`src/rtl/conv_wb_desc_gen.sv`:
```
// Write-back descriptor generator: walks OC groups (outer) and pixel blocks (inner) once per
// layer and pushes one {addr, mask, last} descriptor per PPU output vector into the desc FIFO.
`ifndef RTM_DEPTH
`define RTM_DEPTH 1024
`endif

module conv_wb_desc_gen #(
    parameter int  RTM_DEPTH = `RTM_DEPTH,
    parameter int  CNT_W     = 16,
    localparam int AW        = $clog2(RTM_DEPTH)
) (
    input  logic             clk,
    input  logic             rst,
    input  logic             start_pulse,
    input  logic [AW-1:0]    cfg_base_addr,
    input  logic [AW-1:0]    cfg_oc_stride,
    input  logic [CNT_W-1:0] cfg_n_oc_grp,
    input  logic [CNT_W-1:0] cfg_n_pix_blk,
    input  logic [CNT_W-1:0] cfg_n_pix_vld,
    output logic             busy,
    output logic             done_pulse,
    output logic             desc_fifo_wr_en,
    output logic [AW-1:0]    desc_fifo_din_addr,
    output logic             desc_fifo_din_mask,
    output logic             desc_fifo_din_last,
    input  logic             desc_fifo_full
);

    typedef enum logic [1:0] {
        S_IDLE = 2'd0,
        S_GEN  = 2'd1,
        S_FIN  = 2'd2
    } state_t;

    localparam logic [CNT_W-1:0] ZERO_CNT = {CNT_W{1'b0}};
    localparam logic [CNT_W-1:0] ONE_CNT  = {{(CNT_W-1){1'b0}}, 1'b1};
    localparam logic [AW-1:0]    ZERO_AW  = {AW{1'b0}};

    state_t           state_q, state_d;
    logic [CNT_W-1:0] oc_q, oc_d, pb_q, pb_d;
    logic [AW-1:0]    row_q, row_d, stride_q, stride_d;
    logic [CNT_W-1:0] n_oc_q, n_oc_d, n_pix_q, n_pix_d, n_vld_q, n_vld_d;
    logic             wr_en_q, wr_en_d, mask_q, mask_d, last_q, last_d;
    logic             busy_q, busy_d, done_q, done_d;
    logic [AW-1:0]    addr_q, addr_d;

    logic             launch_s, nonzero_s, push_s, last_s, pb_end_s;
    logic [CNT_W-1:0] cur_oc_s, cur_pb_s, cur_n_oc_s, cur_n_pix_s, cur_n_vld_s;
    logic [AW-1:0]    cur_row_s, cur_stride_s;

    assign launch_s = (state_q == S_IDLE) && start_pulse;

    // Working loop context: the start cycle pushes straight from cfg so wr_en follows start by one cycle
    always_comb begin
        if (launch_s) begin
            cur_oc_s     = ZERO_CNT;
            cur_pb_s     = ZERO_CNT;
            cur_row_s    = cfg_base_addr;
            cur_stride_s = cfg_oc_stride;
            cur_n_oc_s   = cfg_n_oc_grp;
            cur_n_pix_s  = cfg_n_pix_blk;
            cur_n_vld_s  = cfg_n_pix_vld;
        end else begin
            cur_oc_s     = oc_q;
            cur_pb_s     = pb_q;
            cur_row_s    = row_q;
            cur_stride_s = stride_q;
            cur_n_oc_s   = n_oc_q;
            cur_n_pix_s  = n_pix_q;
            cur_n_vld_s  = n_vld_q;
        end
    end

    assign nonzero_s = (cur_n_oc_s != ZERO_CNT) && (cur_n_pix_s != ZERO_CNT);
    assign push_s    = ((state_q == S_GEN) || (launch_s && nonzero_s)) && !desc_fifo_full;
    assign pb_end_s  = (cur_pb_s == (cur_n_pix_s - ONE_CNT));
    assign last_s    = (cur_oc_s == (cur_n_oc_s - ONE_CNT)) && pb_end_s;

    // Next-state, loop advance and registered descriptor outputs
    always_comb begin
        state_d  = state_q;
        oc_d     = oc_q;
        pb_d     = pb_q;
        row_d    = row_q;
        stride_d = stride_q;
        n_oc_d   = n_oc_q;
        n_pix_d  = n_pix_q;
        n_vld_d  = n_vld_q;
        wr_en_d  = 1'b0;
        addr_d   = addr_q;
        mask_d   = mask_q;
        last_d   = last_q;
        done_d   = 1'b0;

        case (state_q)
            S_IDLE: begin
                if (start_pulse) begin
                    stride_d = cfg_oc_stride;
                    n_oc_d   = cfg_n_oc_grp;
                    n_pix_d  = cfg_n_pix_blk;
                    n_vld_d  = cfg_n_pix_vld;
                    oc_d     = ZERO_CNT;
                    pb_d     = ZERO_CNT;
                    row_d    = cfg_base_addr;
                    addr_d   = cfg_base_addr;
                    if (nonzero_s) begin
                        state_d = S_GEN;
                    end else begin
                        state_d = S_FIN;
                    end
                end else begin
                    state_d = S_IDLE;
                end
            end
            S_GEN: begin
                state_d = S_GEN;
            end
            S_FIN: begin
                state_d = S_IDLE;
                done_d  = 1'b1;
            end
            default: begin
                state_d = S_IDLE;
            end
        endcase

        if (push_s) begin
            wr_en_d = 1'b1;
            addr_d  = cur_row_s + AW'(cur_pb_s);
            mask_d  = (cur_pb_s >= cur_n_vld_s);
            last_d  = last_s;
            if (last_s) begin
                state_d = S_FIN;
            end else begin
                state_d = S_GEN;
            end
            if (pb_end_s) begin
                pb_d  = ZERO_CNT;
                oc_d  = cur_oc_s + ONE_CNT;
                row_d = cur_row_s + cur_stride_s;
            end else begin
                pb_d  = cur_pb_s + ONE_CNT;
            end
        end else begin
            wr_en_d = 1'b0;
        end

        busy_d = (state_d != S_IDLE);
    end

    // State, loop counters, latched config and output registers
    always_ff @(posedge clk or posedge rst) begin
        if (rst) begin
            state_q  <= S_IDLE;
            oc_q     <= ZERO_CNT;
            pb_q     <= ZERO_CNT;
            row_q    <= ZERO_AW;
            stride_q <= ZERO_AW;
            n_oc_q   <= ZERO_CNT;
            n_pix_q  <= ZERO_CNT;
            n_vld_q  <= ZERO_CNT;
            wr_en_q  <= 1'b0;
            addr_q   <= ZERO_AW;
            mask_q   <= 1'b0;
            last_q   <= 1'b0;
            busy_q   <= 1'b0;
            done_q   <= 1'b0;
        end else begin
            state_q  <= state_d;
            oc_q     <= oc_d;
            pb_q     <= pb_d;
            row_q    <= row_d;
            stride_q <= stride_d;
            n_oc_q   <= n_oc_d;
            n_pix_q  <= n_pix_d;
            n_vld_q  <= n_vld_d;
            wr_en_q  <= wr_en_d;
            addr_q   <= addr_d;
            mask_q   <= mask_d;
            last_q   <= last_d;
            busy_q   <= busy_d;
            done_q   <= done_d;
        end
    end

    assign busy               = busy_q;
    assign done_pulse         = done_q;
    assign desc_fifo_wr_en    = wr_en_q;
    assign desc_fifo_din_addr = addr_q;
    assign desc_fifo_din_mask = mask_q;
    assign desc_fifo_din_last = last_q;

endmodule

```
`config.mk`:
```
export PLATFORM = sky130hd
export DESIGN_NAME = conv_wb_desc_gen
export DESIGN_NICKNAME = d
export VERILOG_FILES = /design/src/rtl/conv_wb_desc_gen.sv
export SDC_FILE = /design/constraint.sdc
export NUM_CORES = 1
export LEC_CHECK = 0
export CORE_MARGIN = 2
export CORE_UTILIZATION = 50
export DETAILED_ROUTE_END_ITERATION = 7
export DONT_BUFFER_PORTS = 1
export PLACE_DENSITY_LB_ADDON = 0.1
export SETUP_SLACK_MARGIN = 0.3
export SLEW_MARGIN = 20
export SYNTH_ARGS = -nofsm -noshare
export SYNTH_HDL_FRONTEND = slang
export SYNTH_SLANG_ARGS = --single-unit
export TNS_END_PERCENT = 5
```
`constraint.sdc`:
```
create_clock -name clk -period 5.7 [get_ports clk]
set_input_delay 1.425 -clock clk [delete_from_list [all_inputs] [get_ports clk]]
set_output_delay 1.425 -clock clk [all_outputs]
set_load 0.03 [all_outputs]
```
==> out/metrics.csv <==
stage,metric,value,unit
run_status,status,"complete, no violations",
logic_synthesis,synth-edff-count,0,
clock_network,clk_latency,0.42,ns
hold_path,hold_depth,2,
floorplan,fp.dieArea,0.0169,mm2
place,place_area,0.00815,mm2
finish,layout_common_cells,"175 x nand2_1, 117 x dfrtp_1, 57 x nor2_1",
logic_synthesis,avgSynthCellArea,8.45,um2
clock_network,clockBufferDepth,2,
detailed_routing,detail_route.vias_per_cell,5.79,
floorplan,start_util,0.505,
timing,fin_crit,4.53,ns
logic_synthesis,ys_types,65,
detailed_routing,via_count,6681,
setup_path,rr_worst_depth,13,
timing,period_share,0.795,
clock_network,cts_tree,built,
hold_path,whs_endpoint,stride_q[3],
finish,synthToLayoutAreaGrowth,10.1,%
setup_path,r2r-end,row_q[9],
detailed_routing,antenna_left,0,
setup_path,critical_path.max_fanout,26,
detailed_routing,wirelength,20100,um
timing,setup_viol,0,
timing,setup_ws,1.17,ns
timing,maxSlewViolCount,0,
timing,holdWs,0.465,ns
global_route,grt_max_degree,81,
global_route,grt_pass1_vias,6528,
timing,finalSetupTns,0,ns
setup_path,cp.required,6.04,ns
logic_synthesis,syn_inst,939,
finish,stdcell_area,0.00873,mm2
timing,max_slew_margin,0.457,
logic_synthesis,synth_fp_nets,1051,
place,dpl.cell_count,1121,
timing,worst_pin_slew,0.793,ns
detailed_routing,drt_pre_antenna_iters,5,
global_route,grt-ovfl-total,0,
logic_synthesis,ys_warn_count,0,
finish,final_core_util,0.556,
finish,n_antenna_cell,0,
logic_synthesis,synth-async-reset-ratio,1.00,
finish,final_cells,1153,
timing,rsz0062_at_grt,no,
setup_path,critPathCaptureType,flop,
setup_path,r2r_start,state_q[1],
logic_synthesis,synth_flop_cell,dfrtp_1,
logic_synthesis,synth_seq_cells,117,
global_route,track_usage,0.253,
detailed_routing,initialDrtViolationCount,541,
power_and_ir_drop,ir_drop,0.000228,V
clock_network,cts.clk_slew.worst_paths,0.06,ns
power_and_ir_drop,power,3.30,mW
place,gp_congestion,0.871,
clock_network,h-tree-depth,4,
clock_network,cts_made_buffers,17,
logic_synthesis,synthesis.area,0.00793,mm2
power_and_ir_drop,p_per_area,378,mW/mm2
setup_path,timing.reg2reg.setup_slack,1.64,ns
setup_path,cp-start-kind,input pin,
setup_path,arrival,4.87,ns
floorplan,die_y,130,um
timing,max_freq,221,MHz
timing,worst_clock_skew,0.00814,ns
finish,finalNetCount,1036,
clock_network,cts_resized,0,
detailed_routing,wl_per_cell,17.4,um
finish,layout-drive-gt1-share,0.0800,
global_route,antenna_found_initial,0,
floorplan,io_pins,87,
clock_network,hold_buffers,0,
setup_path,worstSetupPathType,in -> reg,
finish,fillers,1450,
run,drv_cap,0,
power_and_ir_drop,power.leakage,4.09,nW
clock_network,cts_root_buffer,clkbuf_16,
clock_network,cts_setup_buffers,0,
finish,final_common_cell,nand2_1,
place,hpwl,14600,um
clock_network,cts_sinks,117,
floorplan,fp.dieW,130,um
floorplan,rows,46,
place,dpl_worst_slack,0.815,ns
hold_path,hold_path.startpoint,stride_q[3],
detailed_routing,drc_errors,0,
timing,hold_viol,0,
logic_synthesis,seq_area_frac_synth,0.369,
place,io_buffers,0,
floorplan,core_region_area,0.0157,mm2
hold_path,hp-class,reg -> reg,
global_route,grt_pass1_wl,33600,um
==> Yosys cell counts (all sizes together) (6+ instances only) <==
cell | count | area share
a21o | 12 | 0.011
a21oi | 52 | 0.033
a31oi | 9 | 0.0071
and2 | 24 | 0.019
buf | 16 | 0.0096
clkbuf | 29 | 0.014
dfrtp | 117 | 0.37
ha | 38 | 0.060
inv | 48 | 0.023
mux2 | 9 | 0.013
mux2i | 31 | 0.039
nand2 | 175 | 0.083
nand2b | 9 | 0.0071
nand3 | 18 | 0.011
nand4 | 10 | 0.0079
nor2 | 57 | 0.027
nor2b | 8 | 0.0063
nor3 | 31 | 0.020
nor4 | 18 | 0.015
o21ai | 37 | 0.023
o31ai | 17 | 0.016
or2 | 6 | 0.0047
or3 | 7 | 0.0055
or4 | 20 | 0.020
xnor2 | 48 | 0.053
xor2 | 23 | 0.025
==> flip-flops by register name, indices dropped and copies added, names as in the netlist, 2 cells and up <==
name                flops
desc_fifo_din_addr     10
n_oc_q                 16
n_pix_q                16
n_vld_q                16
oc_q                   16
pb_q                   16
row_q                  10
state_q                 2
stride_q               10
==> critical path, cell delays in order <==
cell and delay [ns]:
or3b_4 0.40, buf_4 0.24, a21oi_1 0.34, inv_1 0.16
ha_1 0.31, a21oi_1 0.26, o21ai_0 0.17, a2111oi_0 0.73
o31ai_1 0.18, a21oi_1 0.22, xnor2_1 0.13, nor2b_1 0.17
xnor2_1 0.13
==> layer usage <==
| metal | up-vias | track usage | share of wire |
|---|---|---|---|
| li1 | 3259 | - | - |
| met5 | - | 0 | 0 |
| met4 | 0 | 0.0702 | 0.016 |
| met1 | 3245 | 0.363 | 0.49 |
| met2 | 155 | 0.378 | 0.44 |
| met3 | 22 | 0.0668 | 0.057 |
==> layout make-up <==
cell class | instances | area, um2 | area share
repair buffers | 11 | 95.1 | 0.0109
multi-input cells | 729 | 4680 | 0.536
clock inverters | 11 | 97.6 | 0.0112
well taps | 216 | 270 | 0.0309
flip-flops and latches | 117 | 2930 | 0.335
clock buffers | 21 | 480 | 0.0550
inverters | 48 | 185 | 0.0212
==> power by group <==
part / total (mW) / switching [mW] / internal [mW] / leakage [nW]
combinational: 1.07 / 0.600 / 0.472 / 2.36
clock: 1.05 / 0.402 / 0.644 / 0.278
sequential: 1.18 / 0.208 / 0.974 / 1.46
==> cell families (layout without fill, tap and decap cells) <==
family	count (synthesis)	in the layout	synth area share
mux	40	40	0.0519
fa+ha+maj	40	40	0.0650
buf+inv	93	91	0.0461
flops	117	117	0.369
compound gates	175	175	0.143
simple gates	403	403	0.247
xor+xnor	71	71	0.0784
==> worst max-delay path by stage <==
stage | start | end | cells past startpoint
final | start_pulse | row_q[9] | 13
after global routing | start_pulse | row_q[9] | 13
after CTS | start_pulse | state_q[0] | 12
after detailed placement | start_pulse | state_q[0] | 12
after global placement | start_pulse | state_q[0] | 12
after floorplan | start_pulse | state_q[0] | 19
(Power assumes the default switching activity.)
